### src/rtl/rr_arbiter_4_if.sv
// Request/grant bundle between four requesters and the round-robin arbiter.
// slave = arbiter side, master = requester side.
interface rr_arbiter_4_if;
    logic [3:0] req;
    logic [3:0] grant;
    logic [1:0] grant_idx;
    logic       grant_valid;
    logic       timeout;

    modport slave (
        input  req,
        output grant, grant_idx, grant_valid, timeout
    );

    modport master (
        output req,
        input  grant, grant_idx, grant_valid, timeout
    );
endinterface

### src/rtl/rr_arbiter_4.sv
// 4-way round-robin arbiter driving the 2:4 decoder sequencer (grant_idx / grant_valid).
// Optional hold-limit revocation is built when RR_TIMEOUT_EN is defined.
module rr_arbiter_4 #(
    parameter int unsigned MAX_HOLD = 16
) (
    input  logic          clk,
    input  logic          rst_n,
    rr_arbiter_4_if.slave bus
);

    if (MAX_HOLD < 2 || MAX_HOLD > 255) begin : g_bad_hold
        $error("rr_arbiter_4: MAX_HOLD must be in 2..255");
    end

    typedef enum logic {IDLE, BUSY} state_e;

    state_e     state_q;
    logic [1:0] ptr_q;
    logic [1:0] idx_q;
    logic       vld_q;
    logic [3:0] grant_q;

    logic [3:0] rot;
    logic [1:0] off;
    logic       sel_hit;
    logic [1:0] sel_d;
    logic       own_req;

    // Rotate so bit 0 is the current highest-priority requester, then pick the lowest set bit.
    always_comb begin
        rot     = 4'({bus.req, bus.req} >> ptr_q);
        off     = 2'd0;
        sel_hit = 1'b1;
        if      (rot[0]) off = 2'd0;
        else if (rot[1]) off = 2'd1;
        else if (rot[2]) off = 2'd2;
        else if (rot[3]) off = 2'd3;
        else             sel_hit = 1'b0;
        sel_d   = ptr_q + off;
    end

    assign own_req = bus.req[idx_q];

`ifdef RR_TIMEOUT_EN
    localparam logic [7:0] HOLD_LAST = 8'(MAX_HOLD - 1);

    logic [7:0] hold_cnt_q;
    logic       timeout_q;

    always_ff @(posedge clk or negedge rst_n) begin
        if (!rst_n) begin
            state_q    <= IDLE;
            ptr_q      <= 2'd0;
            idx_q      <= 2'd0;
            vld_q      <= 1'b0;
            grant_q    <= 4'd0;
            hold_cnt_q <= 8'd0;
            timeout_q  <= 1'b0;
        end else begin
            timeout_q <= 1'b0;
            case (state_q)
                IDLE: begin
                    if (sel_hit) begin
                        state_q    <= BUSY;
                        idx_q      <= sel_d;
                        vld_q      <= 1'b1;
                        grant_q    <= 4'b0001 << sel_d;
                        ptr_q      <= sel_d + 2'd1;
                        hold_cnt_q <= 8'd0;
                    end
                end
                BUSY: begin
                    // A voluntary release on the limit edge wins, so no timeout pulse then.
                    if (!own_req) begin
                        state_q <= IDLE;
                        idx_q   <= 2'd0;
                        vld_q   <= 1'b0;
                        grant_q <= 4'd0;
                    end else if (hold_cnt_q == HOLD_LAST) begin
                        state_q   <= IDLE;
                        idx_q     <= 2'd0;
                        vld_q     <= 1'b0;
                        grant_q   <= 4'd0;
                        timeout_q <= 1'b1;
                    end else begin
                        hold_cnt_q <= hold_cnt_q + 8'd1;
                    end
                end
                default: state_q <= IDLE;
            endcase
        end
    end

    assign bus.timeout = timeout_q;
`else
    always_ff @(posedge clk or negedge rst_n) begin
        if (!rst_n) begin
            state_q <= IDLE;
            ptr_q   <= 2'd0;
            idx_q   <= 2'd0;
            vld_q   <= 1'b0;
            grant_q <= 4'd0;
        end else begin
            case (state_q)
                IDLE: begin
                    if (sel_hit) begin
                        state_q <= BUSY;
                        idx_q   <= sel_d;
                        vld_q   <= 1'b1;
                        grant_q <= 4'b0001 << sel_d;
                        ptr_q   <= sel_d + 2'd1;
                    end
                end
                BUSY: begin
                    // Dropping to IDLE forces one dead cycle before the next owner.
                    if (!own_req) begin
                        state_q <= IDLE;
                        idx_q   <= 2'd0;
                        vld_q   <= 1'b0;
                        grant_q <= 4'd0;
                    end
                end
                default: state_q <= IDLE;
            endcase
        end
    end

    assign bus.timeout = 1'b0;
`endif

    assign bus.grant       = grant_q;
    assign bus.grant_idx   = idx_q;
    assign bus.grant_valid = vld_q;

endmodule

### src/flat_wrapper.sv
// flat-port wrapper written by rule: the top's interface ports become plain ports
module rr_arbiter_4_flat 
#(
    parameter int unsigned MAX_HOLD = 16
)
  (clk, rst_n, bus_req, bus_grant, bus_grant_idx, bus_grant_valid, bus_timeout);
  rr_arbiter_4_if bus_i ();
  input  logic clk;
  input  logic rst_n;
  input wire logic [$bits(bus_i.req)-1:0] bus_req;
  output wire logic [$bits(bus_i.grant)-1:0] bus_grant;
  output wire logic [$bits(bus_i.grant_idx)-1:0] bus_grant_idx;
  output wire logic [$bits(bus_i.grant_valid)-1:0] bus_grant_valid;
  output wire logic [$bits(bus_i.timeout)-1:0] bus_timeout;
  assign bus_i.req = bus_req;
  assign bus_grant = bus_i.grant;
  assign bus_grant_idx = bus_i.grant_idx;
  assign bus_grant_valid = bus_i.grant_valid;
  assign bus_timeout = bus_i.timeout;
  rr_arbiter_4 #(.MAX_HOLD(MAX_HOLD)) u_core (.clk(clk), .rst_n(rst_n), .bus(bus_i));
endmodule
### config.mk
export PLATFORM = sky130hd
export DESIGN_NAME = rr_arbiter_4_flat
export DESIGN_NICKNAME = d
export VERILOG_FILES = /design/src/rtl/rr_arbiter_4_if.sv /design/src/rtl/rr_arbiter_4.sv /design/src/flat_wrapper.sv
export SDC_FILE = /design/constraint.sdc
export NUM_CORES = 1
export LEC_CHECK = 0
export CELL_PAD_IN_SITES_DETAIL_PLACEMENT = 0
export CELL_PAD_IN_SITES_GLOBAL_PLACEMENT = 2
export CORE_UTILIZATION = 32
export CTS_CLUSTER_SIZE = 30
export DETAILED_ROUTE_END_ITERATION = 12
export PLACE_DENSITY = 0.8
export SYNTH_ARGS = -nofsm -noshare
export SYNTH_HDL_FRONTEND = slang
export SYNTH_SLANG_ARGS = --single-unit
export TNS_END_PERCENT = 50
### constraint.sdc
create_clock -name clk -period 3.25 [get_ports clk]
set_clock_uncertainty 0.1 [all_clocks]
set_input_delay 0.325 -clock clk [delete_from_list [all_inputs] [get_ports clk]]
set_output_delay 0.325 -clock clk [all_outputs]
set_load 0.02 [all_outputs]
==> summary.md, run 1 <==
| Metric | Value |
|---|---|
| Outcome | `finished with violations` |
| Failing checks | `DRC` |
| Kind of critical path | `in -> reg` |
| Top routing layer used | `met4` |
| Die area | `2260 um2` |
| Layout cells sized above 1 | `between 10% and 20%` |
| Gpl congestion | `0.638` |
| Initial antenna violation count | `0` |
| Post-route ant nets | `0` |
| Met3 wire length | `64 um` |
| Fin. Hold Viols | `0` |
| Combinational Power Share | `about 60%` |
| Most common cell in the synthesized netlist | `dfrtp_1` |
| Mapped cell area | `~660 um2` |
| Met2 wire length | `between 500 and 600 um` |
| Post-route DRC | `1` |
| Setup TNS | `0 ns` |
| Reg-to-Reg Start | `u_core.ptr_q[0]` |
| CTS tree | `built` |
| Cell variety after synth | `33` |
| WL per Instance | `between 10 and 15 um` |
| Ys async rst share | `100%` |
| Tmin final | `2.47 ns` |
| Startpoint type of the worst setup path | `input port` |
| R2R depth | `9` |
| Clock latency on the worst-skew pair | `0.27 ns` |
| Setup crit start | `bus_req[1]` |
| Clock Sinks | `10` |
| Cts repair resizes | `0` |
| Post-CTS Hold Buffers | `0` |
| Finished Layout Cells | `108` |
| Final core utilization | `42.3%` |
| Mean post-synth cell area | `9.77 um2` |
| Seq/Total Area, Yosys | `37.7%` |
| Max rail drop VDD | `0.506 mV` |
| Placed cells | `104` |
| Core Area | `between 1500 and 2000 um2` |
| Vias per inst | `5.19` |
| Tcrit/Tclk final | `about three quarters` |
| Internal power | `0.515 mW` |
| Die height | `47.6 um` |
| Clock Tree Root | `clkbuf_4` |
| Worst slack at placement | `0.492 ns` |
| GRT Resource Usage Total | `14.2%` |
| # nets final | `between 80 and 90` |
| Yosys reg bits | `10` |
| Sw frac | `41.5%` |
| Primary FF master, synth | `dfrtp_1` |
| Clock power share | `approximately 13%` |
| Critical Path Fanout Max | `8` |
| I/O Pins | `14` |
| Final Max Slew Viols | `0` |
| Initial drt markers | `21` |
| Buffers on Ports | `12` |
| Starting Density | `about a third` |
| Synth top area share | `approximately 38%` |
| Final worst slack | `about 0.78 ns` |
| Clock buffer depth | `2` |
| Worst Path Required | `3.30 ns` |
| Power Density | `around 1100 nW/um2` |
| Pin count of the biggest net entering global routing | `13` |
| Reg power frac | `a little over a quarter` |
| Synth area leaders | `dfrtp_1 38%, nand2_1 5.1%, nor2_1 4.0%` |
| # Max-Cap Violations | `0` |
| CTS buffer count | `3` |
| Layout area overhead | `24.9%` |
| Vias in the first global route | `473` |
| Cells after Synth | `68` |
| # diodes | `0` |
| Clk pin slew, worst setup/hold paths | `0.06 ns` |
| Critical Path End Type | `flip-flop` |
| Syn nets | `75` |
| Die width | `around 48 um` |
| # H-tree levels | `1` |
| GR Overflow Total | `0` |
| Post-synth top cells | `10 x dfrtp_1, 9 x nand2_1, 7 x nor2_1` |
| DP HPWL | `953 um` |
| Cell taking the most area after synthesis | `dfrtp_1` |
| Std-Cell Rows | `16` |
| Highest clock rate | `0.404 GHz` |
| DR pass1 iterations | `7` |
| DRT Wirelength | `1350 um` |
| Post-CTS Repair Setup Buffers | `0` |
| Routed vias | `561` |
| M1 WL | `~660 um` |
| NetSw | `0.365 mW` |
| Final setup fails | `0` |
| CP arrival | `2.52 ns` |
| Yosys warns | `0` |
| Lkg Pwr | `between 0.3 and 0.4 nW` |
| RSZ-0062 raised after global routing | `false` |
| First-pass GRT wire length | `2090 um` |
| Min-Delay Path Class | `in -> async` |
| Post-synth EDFFs | `0` |
==> power groups by stage <==
stage                     sequential, mW  clock (mW)  combinational, mW
after floorplan                    0.251           0              0.388
after global placement             0.244           0              0.529
after detailed placement           0.245           0              0.531
after CTS                          0.243       0.117              0.533
after global routing               0.252       0.123              0.588
final                              0.241       0.111              0.528
==> state kept, by name, summed over array words and instances (netlist names) <==
name                    cells
u_core.ptr_q                2
u_core.bus.grant_idx        2
u_core.bus.grant            4
u_core.state_q              1
u_core.bus.grant_valid      1
==> layer usage <==
metal / GRT usage, % / vias up
met5: 0 / -
met2: 18.4 / 9
met1: 19.5 / 278
met4: 6.67 / 0
li1: - / 269
met3: 7.17 / 5
==> cells by family (layout without fill, tap and decap cells) <==
| kind of cell | Yosys count | in the layout | share of synthesized area [%] |
|---|---|---|---|
| AND/OR/NAND/NOR | 24 | 24 | 16.9 |
| flip-flops | 10 | 10 | 37.7 |
| AO/OA/AOI/OAI | 20 | 20 | 24.3 |
| XOR/XNOR | 4 | 4 | 6.40 |
| other | 1 | 1 | 0.564 |
| multiplexers | 2 | 2 | 5.65 |
| adder cells (fa/ha/maj) | 1 | 1 | 1.88 |
| buffers and inverters | 6 | 19 | 6.59 |
==> path summary, 6_finish.rpt <==
kind                                          endpoint  slack [ns]
min in group clk                   u_core.bus.grant[1]        0.38
worst min-delay path            u_core.bus.grant_valid        0.27
worst max-delay path                   u_core.ptr_q[1]        0.78
worst min register to register     u_core.bus.grant[1]        0.38
worst max register to register         u_core.ptr_q[1]        0.84
max in group asynchronous          u_core.bus.grant[3]        2.47
==> worst max-delay path, stage by stage <==
cell and delay [ns]:
clkdlybuf4s50_1 0.62, nor2b_1 0.08, a221o_1 0.30, nand2_1 0.07
o221ai_1 0.12, ha_1 0.38, xor2_1 0.22, o221a_2 0.21
o21ai_1 0.07, xnor2_1 0.12
==> cells in the final DEF, fill, tap and decap left out, types with 2 or more instances in the layout <==
master           netlist  routed
a211oi_1               2       2
a32o_1                 2       2
buf_4                  1       2
clkbuf_4               0       3
clkdlybuf4s50_1        0      12
dfrtp_1               10      10
nand2_1                9       9
nand2b_1               2       2
nor2_1                 7       7
nor2b_1                3       3
nor3b_1                2       2
o21ai_0                3       3
o221ai_1               2       2
xnor2_1                2       2
==> per-stage QoR <==
step | area (um2) | power [mW] | hold WS, ns
after floorplan | 664 | 0.639 | -0.0706
after global placement | 793 | 0.772 | 0.369
after detailed placement | 793 | 0.775 | 0.375
after CTS | 830 | 0.893 | 0.275
after global routing | 830 | 0.962 | 0.283
final | 830 | 0.880 | 0.270
==> cell type report <==
| cell class | count | area [um2] |
|---|---|---|
| Tap cell | 27 | 33.8 |
| Sequential cell | 10 | 250 |
| Multi-Input combinational cell | 52 | 370 |
| Clock buffer | 4 | 36.3 |
| Inverter | 1 | 3.75 |
| Fill cell | 216 | 1130 |
| Timing Repair Buffer | 14 | 135 |
Note: power is estimated with default switching activity, not from simulation.
==> run 2, diff against run 1 <==
--- a/config.mk
+++ b/config.mk
@@ -7,10 +7,10 @@
 export LEC_CHECK = 0
 export CELL_PAD_IN_SITES_DETAIL_PLACEMENT = 0
 export CELL_PAD_IN_SITES_GLOBAL_PLACEMENT = 2
-export CORE_UTILIZATION = 32
+export CORE_UTILIZATION = 27
 export CTS_CLUSTER_SIZE = 30
 export DETAILED_ROUTE_END_ITERATION = 12
-export PLACE_DENSITY = 0.8
+export PLACE_DENSITY = 0.72
 export SYNTH_ARGS = -nofsm -noshare
 export SYNTH_HDL_FRONTEND = slang
 export SYNTH_SLANG_ARGS = --single-unit
==> constraint.sdc (replaced) <==
create_clock -name clk -period 2.18 [get_ports clk]
set_clock_uncertainty 0.1 [all_clocks]
set_input_delay 0.218 -clock clk [delete_from_list [all_inputs] [get_ports clk]]
set_output_delay 0.218 -clock clk [all_outputs]
set_load 0.02 [all_outputs]
==> run 2 against run 1 <==
The run ends with setup timing left. Sequential share of layout area shrank 3.5 points. First-iteration DRC count shrank 19%. Flip-flop and latch count is the same. Combinational power grew 95%. Global-route usage shrank 1.1 points. Clock power grew 9%. Worst setup slack lost 0.79 ns. Utilization shrank 1.0 points. Total power grew 68%. Sequential power grew 38%. Non-clock buffer count grew 12. Cell count grew 11%. Critical path type unchanged. Highest routed layer is now met3.
==> summary.md, run 2 (same netlist as run 1, synthesis figures left out) <==
| Metric | Value |
|---|---|
| Largest register FFs | `4` |
| Critical Path Fanout Max | `4` |
| Vias in the first global route | `about 580` |
| Failing checks | `setup timing` |
| Clock buffer depth | `2` |
| Power Density | `1580 nW/um2` |
| DRT Wirelength | `approximately 1500 um` |
| Clk pin slew, worst setup/hold paths | `0.06 ns` |
| Tcrit/Tclk final | `101%` |
| Die width | `51.6 um` |
| Most frequent cells in the layout | `14 x buf_4, 12 x clkdlybuf4s50_1, 10 x dfrtp_1` |
| Std-Cell Rows | `17` |
| Max rail drop VDD | `0.735 mV` |
| Die height | `51.6 um` |
| Starting Density | `29.2%` |
| Initial antenna violation count | `0` |
| Lkg Pwr | `0.401 nW` |
| Initial drt markers | `17` |
| Clock latency on the worst-skew pair | `0.26 ns` |
| DR pass1 iterations | `4` |
| Hold WS | `0.172 ns` |
| Clock Tree Root | `clkbuf_4` |
| Final setup fails | `1` |
| CTS tree | `built` |
| Pin count of the biggest net entering global routing | `11` |
| Outcome | `finished with violations` |
| Most common cell after layout, fill and taps aside | `buf_4` |
| # nets final | `101` |
| Core Area | `approximately 2300 um2` |
| # Max-Cap Violations | `0` |
| Critical Path End Type | `flip-flop` |
| Clock Sinks | `10` |
| Worst Path Required | `about 2.2 ns` |
| Layout area overhead | `41.4%` |
| Finished Layout Cells | `120` |
| CTS buffer count | `3` |
| Slowest Stage Delay on Critical Path | `0.53 ns` |
| Die area | `2660 um2` |
| Power, Total | `1.48 mW` |
| # diodes | `0` |
| Tmin final | `2.20 ns` |
| Worst-path cell chain | `clkdlybuf4s50_1 -> nor2b_1 -> a221o_1 -> nand2_1 -> o221ai_2 -> ha_1 -> xor2_2 -> o221a_2 -> o21ai_2 -> xnor2_1` |
| Vias per inst | `4.96` |
| Highest clock rate | `~0.45 GHz` |
| Kind of critical path | `in -> reg` |
| # H-tree levels | `1` |
| GRT Resource Usage Total | `13.0%` |
| RSZ-0062 raised after global routing | `true` |
| Startpoint type of the worst setup path | `input port` |
| Layout cells sized above 1 | `between 30% and 40%` |
| Buffers on Ports | `12` |
| I/O Pins | `14` |
| Min-Delay Path Class | `in -> async` |
| Post-route ant nets | `0` |
| Post-route cell area | `approximately 940 um2` |
| Setup TNS | `-0.0198 ns` |
| Fin. Hold Viols | `0` |
| R2R depth | `9` |
| Slowest cell on the critical path | `clkdlybuf4s50_1` |
| WL per Instance | `12.8 um` |
| DP Area | `877 um2` |
| Final Max Slew Viols | `0` |
| Placed cells | `around 120` |
| GR Overflow Total | `0` |
| CP arrival | `2.24 ns` |
| Final worst slack | `-0.0198 ns` |
| DP HPWL | `1100 um` |
| Gpl congestion | `0.828` |
| Post-CTS Hold Buffers | `0` |
| First-pass GRT wire length | `2500 um` |
| Post-route DRC | `0` |
| Routed vias | `595` |
==> run 2: per-layer routing <==
metal	global-route usage, %	wire [um]
met5	0	0
met1	16.9	745
met2	21.0	748
met4	2.70	0
met3	4.39	48
==> run 2: timing repair <==
item                       4_1_cts  5_1_grt
setup endpoints to repair        1        6
pin swaps                        1        2
resized for setup                0        7
setup buffers                    0        1
==> run 2: per-stage QoR <==
stage,setup slack (ns),util (%)
global route,-0.111,41.3
finish,-0.0198,41.3
detailed placement,-0.272,38.5
floorplan,-0.0375,-
CTS,0.00107,39.5
global placement,-0.284,38.5
==> run 2: final timing paths <==
| check | from | end | slack [ns] |
|---|---|---|---|
| setup / recovery | bus_req[1] | u_core.ptr_q[1] | -0.02 |
| hold / removal | rst_n | u_core.bus.grant[0] | 0.17 |
| setup reg to reg | u_core.ptr_q[0] | u_core.ptr_q[1] | -0.01 |
| hold reg to reg | u_core.bus.grant[0] | u_core.bus.grant[0] | 0.39 |
| max in group asynchronous | rst_n | u_core.bus.grant_valid | 1.49 |
| min in group clk | u_core.bus.grant[0] | u_core.bus.grant[0] | 0.39 |
==> run 2: final cells by class <==
class                           count  area [um2]
Inverter                            1        3.75
Tap cell                           28        35.0
Multi-Input combinational cell     52         403
Fill cell                         228        1340
Timing Repair Buffer               26         225
Sequential cell                    10         250
Clock buffer                        3        22.5
==> run 2: worst max-delay path: cells and delay by family <==
| family | cells | cell delay (ns) |
|---|---|---|
| XOR/XNOR | 2 | 0.34 |
| AND/OR/NAND/NOR | 2 | 0.14 |
| adder cells (fa/ha/maj) | 1 | 0.36 |
| AO/OA/AOI/OAI | 4 | 0.65 |
| buffers and inverters | 1 | 0.53 |
==> run 2: where the power goes <==
group          total (mW)  leakage (nW)  switching [mW]  internal (mW)
clock network       0.121        0.0138          0.0576         0.0635
logic                1.03         0.263           0.497          0.529
registers           0.332         0.124          0.0616          0.271
total                1.48         0.401           0.616          0.864
